**src/rtl/rs232in.sv**
```systemverilog
// 8N1 UART receiver: synchronised RXD, mid-bit sampling, single-entry holding
// register with valid/ack handshake, framing-error and overrun pulses.
module rs232in #(
    parameter int unsigned frequency = 50_000_000,
    parameter int unsigned bps       = 115_200
) (
    input  logic       clock,
    input  logic       reset_n,
    input  logic       serial_in,
    output logic [7:0] received_data,
    output logic       data_valid,
    input  logic       data_ack,
    output logic       framing_error,
    output logic       overrun,
    output logic       busy
);

    localparam int unsigned PERIOD = frequency / bps;
    localparam int unsigned HALF   = PERIOD / 2;
    localparam int unsigned CNT_W  = (PERIOD > 2) ? $clog2(PERIOD) : 1;

    typedef enum logic [2:0] {
        IDLE,
        START,
        DATA,
        STOP,
        WAITHI
    } state_t;

    state_t             state, state_d;
    logic [CNT_W-1:0]   cnt, cnt_d;
    logic [2:0]         bitn, bitn_d;
    logic [7:0]         shreg, shreg_d;
    logic [7:0]         data_d;
    logic               valid_d, ferr_d, ovr_d, busy_d;
    logic               sync1, rx;

    // Two-flop synchroniser; idle-high line so both stages reset to 1
    always_ff @(posedge clock or negedge reset_n) begin
        if (!reset_n) begin
            sync1 <= 1'b1;
            rx    <= 1'b1;
        end else begin
            sync1 <= serial_in;
            rx    <= sync1;
        end
    end

    // State and output registers
    always_ff @(posedge clock or negedge reset_n) begin
        if (!reset_n) begin
            state         <= IDLE;
            cnt           <= '0;
            bitn          <= '0;
            shreg         <= '0;
            received_data <= '0;
            data_valid    <= 1'b0;
            framing_error <= 1'b0;
            overrun       <= 1'b0;
            busy          <= 1'b0;
        end else begin
            state         <= state_d;
            cnt           <= cnt_d;
            bitn          <= bitn_d;
            shreg         <= shreg_d;
            received_data <= data_d;
            data_valid    <= valid_d;
            framing_error <= ferr_d;
            overrun       <= ovr_d;
            busy          <= busy_d;
        end
    end

    // Next-state, bit timing and holding-register logic
    always_comb begin
        state_d = state;
        cnt_d   = cnt;
        bitn_d  = bitn;
        shreg_d = shreg;
        data_d  = received_data;
        valid_d = data_valid;
        ferr_d  = 1'b0;
        ovr_d   = 1'b0;

        if (data_valid && data_ack) begin
            valid_d = 1'b0;
        end

        case (state)
            IDLE: begin
                if (!rx) begin
                    cnt_d   = CNT_W'(HALF - 1);
                    state_d = START;
                end
            end
            START: begin
                if (cnt == '0) begin
                    if (!rx) begin
                        cnt_d   = CNT_W'(PERIOD - 1);
                        bitn_d  = '0;
                        state_d = DATA;
                    end else begin
                        state_d = IDLE;
                    end
                end else begin
                    cnt_d = cnt - 1'b1;
                end
            end
            DATA: begin
                if (cnt == '0) begin
                    shreg_d = {rx, shreg[7:1]};
                    cnt_d   = CNT_W'(PERIOD - 1);
                    if (bitn == 3'd7) begin
                        state_d = STOP;
                    end else begin
                        bitn_d = bitn + 3'd1;
                    end
                end else begin
                    cnt_d = cnt - 1'b1;
                end
            end
            STOP: begin
                if (cnt == '0) begin
                    if (rx) begin
                        state_d = IDLE;
                        // A same-cycle ack frees the register for the new byte
                        if (!data_valid || data_ack) begin
                            data_d  = shreg;
                            valid_d = 1'b1;
                        end else begin
                            ovr_d = 1'b1;
                        end
                    end else begin
                        ferr_d  = 1'b1;
                        state_d = WAITHI;
                    end
                end else begin
                    cnt_d = cnt - 1'b1;
                end
            end
            WAITHI: begin
                if (rx) begin
                    state_d = IDLE;
                end
            end
            default: state_d = IDLE;
        endcase

        busy_d = (state_d != IDLE);
    end

endmodule
```
**config.mk**
```make
export PLATFORM = sky130hd
export DESIGN_NAME = rs232in
export DESIGN_NICKNAME = d
export VERILOG_FILES = /design/src/rtl/rs232in.sv
export SDC_FILE = /design/constraint.sdc
export NUM_CORES = 1
export LEC_CHECK = 0
export BUFFER_PORTS_ARGS = -buffer_cell sky130_fd_sc_hd__buf_2
export CORE_ASPECT_RATIO = 0.9
export CORE_MARGIN = 3
export CORE_UTILIZATION = 58
export CTS_CLUSTER_SIZE = 10
export DETAILED_ROUTE_END_ITERATION = 12
export GPL_TIMING_DRIVEN = 0
export PLACE_DENSITY = 0.81
export SKIP_LAST_GASP = 1
export SYNTH_ARGS = -nofsm -noshare
export SYNTH_HDL_FRONTEND = slang
export SYNTH_SLANG_ARGS = --single-unit
```
**constraint.sdc**
```tcl
create_clock -name clock -period 2.6 [get_ports clock]
set_clock_uncertainty 0.15 [all_clocks]
set_input_delay 0.52 -clock clock [delete_from_list [all_inputs] [get_ports clock]]
set_output_delay 0.52 -clock clock [all_outputs]
set_load 0.02 [all_outputs]
```
After elaboration in Yosys (flattened, before gate mapping)

Index checks and enable logic that the tools add are counted.

Reduce and logical (&&, ||, !) cells: 12
Eq/ne operators: 12
Multiplexer cells: 32
Add/sub/neg operators: 2

Operators with widths:

| cell                | count |
|---|---|
| $mux 9              | 5 |
| $pmux 9 s4          | 1 |
| $mux 3              | 11 |
| $pmux 3 s5          | 1 |
| $mux 1              | 12 |
| $ne 2x2->1 const B  | 6 |
| $logic_not 9->1     | 1 |
| $sub 9x1->9 const B | 1 |
| $reduce_and 4->1    | 2 |
| $eq 3x2->1 const B  | 2 |
| $eq 3x3->1 const B  | 2 |
| $pmux 3 s2          | 1 |
| $reduce_and 5->1    | 1 |
| $reduce_bool 4->1   | 1 |
| $add 3x1->3 const B | 1 |
| $eq 3x1->1 const B  | 1 |
| $logic_not 3->1     | 1 |
| $ne 3x3->1 const B  | 1 |
| $reduce_bool 3->1   | 1 |
| $mux 2              | 1 |
| $reduce_and 2->1    | 1 |
| $reduce_bool 2->1   | 1 |
| $logic_and 1x1->1   | 1 |
| $logic_not 1->1     | 1 |
| $logic_or 1x1->1    | 1 |

Output and inout bits: 12
Input port bits: 4
Flip-flop bits (word level): 37

Logic depth before layout (Yosys ltp)

Gate-level depths: netlist of run 1.

Depth after elaboration: 6
Gate-level depth with buffers: 8
Depth with buffers taken out: 7

Least setup slack after synthesis of run 1

Ideal clock, no wire load.

Kind: reg2reg
Start: register cnt[0]
End: register shreg[0]
Arrival time: 2.045 ns
Cell stages (with the launch flop): 7
Required time: 2.325 ns
Path slack: 0.280 ns
Clock period less this slack: 2.320 ns
Cell sequence: dfrtp_1 inv_1 ha_1 or4b_4 or3_4 nor2_4 mux2_2

Word-level cells in the longest chain between the ends: 2

RTL lines:

| what                       | RTL line | RTL |
|---|---|---|
| from (decl)                | 31       | `logic [CNT_W-1:0] cnt, cnt_d;` |
| from (signal assigned)     | 63       | `cnt <= cnt_d;` |
| $logic_not 9->1            | 110      | `if (cnt == '0) begin` |
| $reduce_and 2->1 (no line) | --       |  |
| to (signal assigned)       | 65       | `shreg <= shreg_d;` |
| to (decl)                  | 33       | `logic [7:0] shreg, shreg_d;` |

No other way between the ends.
A chain may end at the register's enable or synchronous reset.

Final worst setup path of run 1

Start: register cnt[0]
End: register shreg[6]

The elaborated chain is that of the path after synthesis.

==> results of run 1 <==
[cell families (layout without fill, tap and decap cells)]
logic type               count (synthesis)  count (layout)  synth area share (%)
AND/OR/NAND/NOR                         56              56                  17.2
flip-flops                              37              37                  53.6
AO/OA/AOI/OAI                           34              34                  13.0
multiplexers                            17              17                  11.1
buffers and inverters                   11              35                  2.46
adder cells (fa/ha/maj)                  3               3                  2.17
XOR/XNOR                                 1               1                 0.506
[per-stage QoR]
stage,hold slack [ns],utilization [%]
final,0.0832,68.8
after global routing,0.0902,68.8
after CTS,0.0994,68.5
after detailed placement,0.197,66.5
after global placement,0.196,66.5
after floorplan,0.0744,-
[report_power, final]
part           internal, mW  switching (mW)
combinational       0.00341          0.0153
clock                 0.102           0.192
sequential            0.578        0.000320
[registers in the layout (all words and copies together), names as in the netlist]
signal / count
framing_error: 1
bitn: 3
state: 3
rx: 1
cnt: 9
shreg: 8
busy: 1
overrun: 1
sync1: 1
received_data: 8
data_valid: 1
[critical path, cell delays in order (launching register included)]
cell,delay (ns)
dfrtp_1,0.41
inv_1,0.11
ha_1,0.20
or4b_4,0.51
or3_4,0.42
nor2_4,0.25
mux2_2,0.38
[per-layer routing]
layer / track usage [%] / part of all wire (%)
met5: 0 / 0
met4: 10.8 / 2.1
met3: 5.81 / 5.3
met2: 30.7 / 47
met1: 25.6 / 45
[timing repair]
item,4_1_cts,5_1_grt
hold endpoints to repair,0,0
setup buffers,0,1
gates resized for setup,0,1
setup endpoints to repair,0,15
[cell usage in the layout, fill, tap and decap left out, drive strengths merged, types with 2 or more instances in the layout]
master / n
or3: 5
buf: 16
a21oi: 7
nand4: 2
dfstp: 2
inv: 5
nand2b: 4
o21a: 2
nor2: 13
nor2b: 2
o21ai: 8
nand2: 14
o31ai: 4
a31oi: 2
dfrtp: 35
nand3: 6
clkinv: 2
ha: 3
clkbuf: 11
or2: 2
mux2: 17
nor3: 4
[area by class of cell]
cell class / count / area share [%]
timing repair buffer: 16 / 4.30
clock buffer: 5 / 1.95
buffer: 6 / 1.37
clock inverter: 3 / 0.911
multi-input combinational: 111 / 39.6
sequential: 37 / 48.3
inverter: 5 / 0.977
tap: 40 / 2.60
[worst paths after layout]
check | start | to | slack, ns
setup reg to reg | cnt[0] | shreg[6] | 0.06
setup / recovery | cnt[0] | shreg[6] | 0.06
min in group clock | serial_in | sync1 | 0.12
max in group asynchronous | reset_n | bitn[0] | 1.71
hold reg to reg | sync1 | rx | 0.21
hold / removal | reset_n | cnt[7] | 0.08
==> reports/metrics.cfg, run 1 <==
[placed_design]
routabilityCongestion=0.877
hpwl_mm=2.39
dp_cells=214
post_dp_cell_area_mm2=0.00186
io_buffers=15
pre_cts_ws_ns=0.0727

[die]
die_w_um=63.6
die_h_um=57.8
die_area_mm2=0.00368
rows=18
ioPinCount=16
start_util_pct=62.0
core_mm2=0.00279

[worst_setup_path]
worst-setup-path-type=reg -> reg
crit_arrival_ns=2.62
crit_path_end_kind=register
start_kind=register
worstPathRequired_ns=2.68
critPathMaxFanout=8
r2r_cells=6

[logic_synthesis]
syn_area_mm2=0.00173
async_flop_share_pct=100
synth_most_common_cell=dfrtp_1
ys_seq_elements=37
dominantRegCellSynth=dfrtp_1
syn_nets=166
ys_seq_area_share_pct=53.6
synth_area_leader_cell=dfrtp_1
synthTopCellsByArea=dfrtp_1 51%, mux2_2 11%, dfstp_2 3.0%, nand2_1 3.0%, nor2_1 2.6%
syn_inst=159
synthTopCellsByCount=35 x dfrtp_1, 17 x mux2_2, 14 x nand2_1
synth.distinct_cells=41
yosys.area.top_type_share_pct=50.6
yosys_warnings=0
synth-edff-count=0
avgSynthCellArea_um2=10.9

[cells_and_area]
num_antenna_cells=0
design_area_mm2=0.00192
nNetsFinal=189
stdcell_count=223
areaGrowthSynthToFinish_pct=11.0
seq_area_um2=928
multi_input_area_um2=761
fillers=212
drive_gt1_share_pct=27.9

[cts]
htree_levels=2
root_buffer=clkbuf_4
clock_latency_ns=0.35
clk_pin_slew_ns=0.11
postCtsHoldBufs=0
cts_inserted_buffers=5
clock_sinks=37
clockBufferDepth=2
cts_tree=yes

[routing]
routedWlPerCell_um=14.8
drt-initial-drc-count=63
wl_mm=3.31
remaining_drc_errors=0
avgViaCountPerCell=5.88
drtPass1Iterations=4
routed-via-count=1312
ant_nets=0

[power]
p_per_area_mw_per_mm2=464
finalPower_uw=891
p_leak_nw=0.919
ir_drop_mv=0.389

[sta]
period_share_pct=97.6
drv_slew=0
slew-limit-headroom_pct=48.0
setup_viol=0
finalHoldViolCount=0
rsz0062_at_grt=no
worstMarginPinSlew_ns=0.781
setup_slack_ns=0.0630
period_needed_ns=2.54
finalSetupTns_ns=0
max_freq_mhz=394

[status]
status=finished clean

[global_routing]
grt_pass1_wl_mm=5.51
grt_overflow=0
grt_start_max_net_pins=38
antenna_found_initial=0
track_usage_pct=19.9
grt_pass1_vias=1207

[run]
drv_cap=0

[worst_hold_path]
min_path_type=in -> async

Power figures use the tool's default switching activity.
==> run 2: changes to the inputs <==
- CORE_UTILIZATION: 58 -> 25
- PLACE_DENSITY: 0.81 -> 0.43
==> run 2 against run 1 <==
Via count is 5.0% lower. Maximum frequency is 2.8% higher. Register-to-register slack better by 0.07 ns. First-iteration DRC count is 27% lower. Critical path depth stayed put. Worst setup slack better by 0.070 ns. Cell count is 23% higher. Routed wire length is 4.3% higher.
==> reports/metrics.cfg, run 2 (synthesized netlist as in run 1, its figures left out) <==
[sta]
worstMarginPinSlew_ns=0.802  ; +0.0214 ns
slew-limit-headroom_pct=46.5  ; -1.4 points
period_share_pct=94.9  ; -2.7 points
setup_viol=0  ; unchanged
drv_slew=0  ; unchanged
setup_slack_ns=0.133  ; +0.0697 ns
period_needed_ns=2.47  ; -0.0697 ns
hold_ws_ns=0.160  ; +0.0772 ns
rsz0062_at_grt=no
finalHoldViolCount=0  ; unchanged
max_freq_mhz=405  ; +2.8%
finalSetupTns_ns=0  ; unchanged

[die]
die_w_um=93.7  ; +47%
ioPinCount=16  ; unchanged
die_h_um=85.0  ; +47%
core_mm2=0.00666  ; +140%
die_area_mm2=0.00796  ; +120%
rows=28  ; +10
start_util_pct=26.0  ; -36 points

[worst_setup_path]
r2r_slack_ns=0.13  ; +0.07 ns
critPathMaxFanout=8  ; unchanged
start_kind=register
crit_slowest_cell=or4b_4
worst-setup-path-type=reg -> reg
crit_path_end_kind=register
crit_arrival_ns=2.49  ; -0.13 ns
worstPathCellList=inv_1 > ha_1 > or4b_4 > or3_4 > nor2_4 > mux2_2
max_stage_delay_ns=0.51  ; about the same
worstPathRequired_ns=2.62  ; -0.06 ns

[placed_design]
hpwl_mm=2.52  ; +5.5%
routabilityCongestion=0.754  ; -14%
dp_cells=264  ; +23%
io_buffers=15  ; unchanged
post_dp_cell_area_mm2=0.00192  ; +3.4%
pre_cts_ws_ns=0.0391  ; -0.0336 ns

[global_routing]
antenna_found_initial=0  ; unchanged
grt_overflow=0  ; unchanged
track_usage_pct=9.65  ; -10 points
grt_pass1_wl_mm=6.00  ; +8.9%
grt_start_max_net_pins=38  ; unchanged
grt_pass1_vias=1220  ; +1.1%

[routing]
drt-initial-drc-count=46  ; -27%
ant_nets=0  ; unchanged
wl_mm=3.45  ; +4.3%
remaining_drc_errors=0  ; unchanged
routedWlPerCell_um=12.6  ; -15%
routed-via-count=1247  ; -5.0%
avgViaCountPerCell=4.55  ; -23%
drtPass1Iterations=4  ; unchanged

[cts]
cts_tree=yes
clockBufferDepth=2  ; unchanged
clock_latency_ns=0.29  ; -0.06 ns
clk_pin_slew_ns=0.08  ; -0.03 ns
clock_sinks=37  ; unchanged
root_buffer=clkbuf_8
cts_inserted_buffers=5  ; unchanged
cts_resized=0  ; unchanged
postCtsHoldBufs=0  ; unchanged
htree_levels=2  ; unchanged

[cells_and_area]
final_cell_mix=35 x dfrtp_1, 17 x mux2_2, 16 x buf_2
top_regs=cnt x9, received_data x8, shreg x8
fin_util_pct=30.9  ; -38 points
stdcell_count=274  ; +23%
num_antenna_cells=0  ; unchanged
largest_reg_flops=9  ; unchanged
design_area_mm2=0.00205  ; +6.9%
drive_gt1_share_pct=28.3  ; +0.39 points
nNetsFinal=190  ; +0.53%
areaGrowthSynthToFinish_pct=18.6
largest-register=cnt
layout_commonest_cell=dfrtp_1

[status]
status=finished clean

[worst_hold_path]
min_path_type=in -> async

[power]
ir_drop_mv=0.181  ; -53%
p_leak_nw=0.950  ; +3.4%
p_per_area_mw_per_mm2=542  ; +17%
finalPower_mw=1.11  ; +25%

[run]
drv_cap=0  ; unchanged

## run 2: where the power goes
part           leakage (nW)  total (mW)  switching (mW)  internal, mW
combinational         0.406      0.0190          0.0156       0.00341
sequential            0.487       0.578        0.000319         0.578
clock                0.0574       0.517           0.205         0.312
total                 0.950        1.11           0.221         0.893
## run 2: final cells by class
cell class                      instances  area, um2
Fill cell                             702       4600
Inverter                                5       18.8
Sequential cell                        37        928
Clock buffer                            6       82.6
Tap cell                               90        113
Buffer                                  6       23.8
Multi-Input combinational cell        111        761
Timing Repair Buffer                   17       90.1
Clock inverter                          2       37.5
## run 2: layer usage
metal  vias up  part of all wire, %  track usage [%]
li1        620                    -                -
met1       605                   52             14.2
met2        15                   44             13.5
met3         7                  2.9             2.66
met4         0                  1.1             3.54
met5         -                    0                0
## run 2: timing repair
item / CTS / global route
setup endpoints to repair: 0 / 10
hold endpoints to repair: 0 / 0
setup buffers: 0 / 2
## run 2: critical path, delay by kind of cell, from the launching register on
kind                     cells  cell delay [ns]
adder cells (fa/ha/maj)      1             0.19
buffers and inverters        1             0.10
flip-flops                   1             0.39
multiplexers                 1             0.37
AND/OR/NAND/NOR              3             1.16
## run 2: worst paths after layout
path / start / end / cells after the start
setup / recovery: cnt[0] / shreg[6] / 6
setup reg to reg: cnt[0] / shreg[6] / 6
hold reg to reg: sync1 / rx / 0
hold / removal: reset_n / received_data[3] / 1
min in group clock: serial_in / sync1 / 1
max in group asynchronous: reset_n / cnt[7] / 1
==> run 3: changes to the inputs <==
- PLACE_DENSITY: 0.43 -> 0.5
==> run 3 against run 2 <==
Largest cell class unchanged. Critical endpoint unchanged. Total power is 13% lower. Combinational power is 2% higher. Register-to-register slack worse by 0.02 ns. Die area stayed put. Critical path type unchanged. Maximum frequency is 0.63% lower. Worst hold slack better by 0.016 ns.
==> reports/metrics.cfg, run 3 (synthesized netlist as in run 1, its figures left out) <==
[worst_setup_path]
crit_arrival_ns=2.50  ; about the same
crit_slowest_cell=or4b_4
cp_top_family=simple AND/OR/NAND/NOR gates
max_stage_delay_ns=0.50  ; about the same
worst-setup-path-type=reg -> reg
critPathMaxFanout=8  ; unchanged
worstPathCellList=inv_2 > ha_2 > or4b_4 > or3_4 > nor2_4 > mux2_2
worstPathRequired_ns=2.62  ; about the same
cp.buffers_inverters=1  ; unchanged
start_kind=register
crit_path_end_kind=register

[sta]
period_share_pct=95.5  ; +0.60 points
period_needed_ns=2.48  ; +0.0157 ns
setup_viol=0  ; unchanged
worstMarginPinSlew_ns=0.824  ; +0.0222 ns
slew-limit-headroom_pct=45.1  ; -1.5 points
drv_slew=0  ; unchanged
rsz0062_at_grt=no
finalSetupTns_ns=0  ; unchanged
finalHoldViolCount=0  ; unchanged
max_freq_mhz=403  ; -0.63%

[power]
p_switching_uw=208  ; -6.0%
clockPowerShare_pct=38.7  ; -7.7 points
ir_drop_mv=0.175  ; -3.5%
pwr-share-comb_pct=2.0  ; +0.3 points
intPower_uw=767  ; -14%
sw_frac_of_total_pct=21.3  ; +1.5 points
pwr-share-seq_pct=59.4  ; +7.5 points
p_per_area_mw_per_mm2=485  ; -11%
p_leak_nw=0.933  ; -1.8%

[cts]
cts_inserted_buffers=5  ; unchanged
root_buffer=clkbuf_8
clk_pin_slew_ns=0.07  ; about the same
htree_levels=2  ; unchanged
clock_sinks=37  ; unchanged
postCtsHoldBufs=0  ; unchanged
clock_latency_ns=0.28  ; about the same
clockBufferDepth=2  ; unchanged
cts_tree=yes

[global_routing]
grt_pass1_vias=1271  ; +4.2%
grt_pass1_wl_mm=5.94  ; -1.0%
track_usage_pct=9.35  ; -0.30 points
grt_start_max_net_pins=38  ; unchanged
grt_overflow=0  ; unchanged
antenna_found_initial=0  ; unchanged

[routing]
remaining_drc_errors=0  ; unchanged
routedWlPerCell_um=12.7  ; +1.1%
dr.max_layer_used=met4
avgViaCountPerCell=4.57  ; +0.37%
drtPass1Iterations=4  ; unchanged
wl_mm=3.48  ; +0.75%
drt-initial-drc-count=75  ; +63%
routed-via-count=1247  ; unchanged
ant_nets=0  ; unchanged
routed-wl-met2_mm=1.54  ; +1.2%
drt-met1-wl_mm=1.75  ; -2.2%
wl_met3_um=133  ; +32%

[status]
status=finished clean

[cells_and_area]
areaGrowthSynthToFinish_pct=16.2
num_antenna_cells=0  ; unchanged
top_regs=cnt x9, received_data x8, shreg x8
nNetsFinal=189  ; -0.53%
largest-register=cnt
layout_commonest_cell=dfrtp_1
final_cell_mix=35 x dfrtp_1, 17 x mux2_2, 16 x buf_2
largest_reg_flops=9  ; unchanged
drive_gt1_share_pct=28.4  ; +0.15 points
design_area_mm2=0.00201  ; -2.1%

[run]
drv_cap=0  ; unchanged

[die]
core_mm2=0.00666  ; unchanged
die_h_um=85.0  ; unchanged
die_w_um=93.7  ; unchanged
ioPinCount=16  ; unchanged
start_util_pct=26.0  ; unchanged
die_area_mm2=0.00796  ; unchanged
rows=28  ; unchanged

[placed_design]
hpwl_mm=2.48  ; -1.6%
routabilityCongestion=0.820  ; +8.8%
io_buffers=15  ; unchanged
post_dp_cell_area_mm2=0.00192  ; unchanged

[worst_hold_path]
min_path_type=in -> async

-- run 3: power by group through the flow --
stage / clock network [mW] / logic [mW] / registers (mW)
final: 0.377 / 0.0194 / 0.579
after CTS: 0.401 / 0.0200 / 0.578
after floorplan: 0 / 0.00504 / 0.589
after global routing: 0.421 / 0.0230 / 0.578
after detailed placement: 0 / 0.0199 / 0.590
after global placement: 0 / 0.0204 / 0.589
-- run 3: final timing paths --
check / startpoint / to / slack, ns / cells past startpoint
max in group asynchronous: reset_n / cnt[0] / 1.60 / 1
min reg2reg: sync1 / rx / 0.21 / 0
max: cnt[0] / shreg[6] / 0.12 / 6
min in group clock: serial_in / sync1 / 0.18 / 1
min: reset_n / shreg[2] / 0.18 / 1
max reg2reg: cnt[0] / shreg[6] / 0.12 / 6
-- run 3: final cells by class --
class / instances / area [um2]
buffer: 6 / 23.8
timing repair buffer: 16 / 82.6
fill: 686 / 4640
inverter: 5 / 18.8
clock buffer: 6 / 72.6
clock inverter: 2 / 10.0
multi-input combinational: 111 / 763
tap: 90 / 113
sequential: 37 / 928
-- run 3: what timing repair did --
| action | in CTS | in global routing |
|---|---|---|
| setup endpoints to repair | 0 | 18 |
| gates resized for setup | 0 | 2 |
| hold endpoints to repair | 0 | 0 |
| setup buffers | 0 | 1 |
-- run 3: metal layers --
| metal | up-vias | GRT usage, % |
|---|---|---|
| met3 | 5 | 1.77 |
| li1 | 623 | - |
| met4 | 0 | 3.94 |
| met1 | 592 | 13.5 |
| met2 | 27 | 13.6 |
| met5 | - | 0 |
-- run 3: metrics by stage --
stage	power (mW)	hold slack [ns]	setup slack, ns	instances	utilization [%]
after floorplan	0.595	0.0744	0.280	159	-
after global placement	0.610	0.196	0.0975	264	28.8
after detailed placement	0.609	0.202	0.0700	264	28.8
after CTS	1.00	0.162	0.0682	272	30.1
after global routing	1.02	0.166	0.0302	273	30.2
final	0.975	0.176	0.117	273	30.2
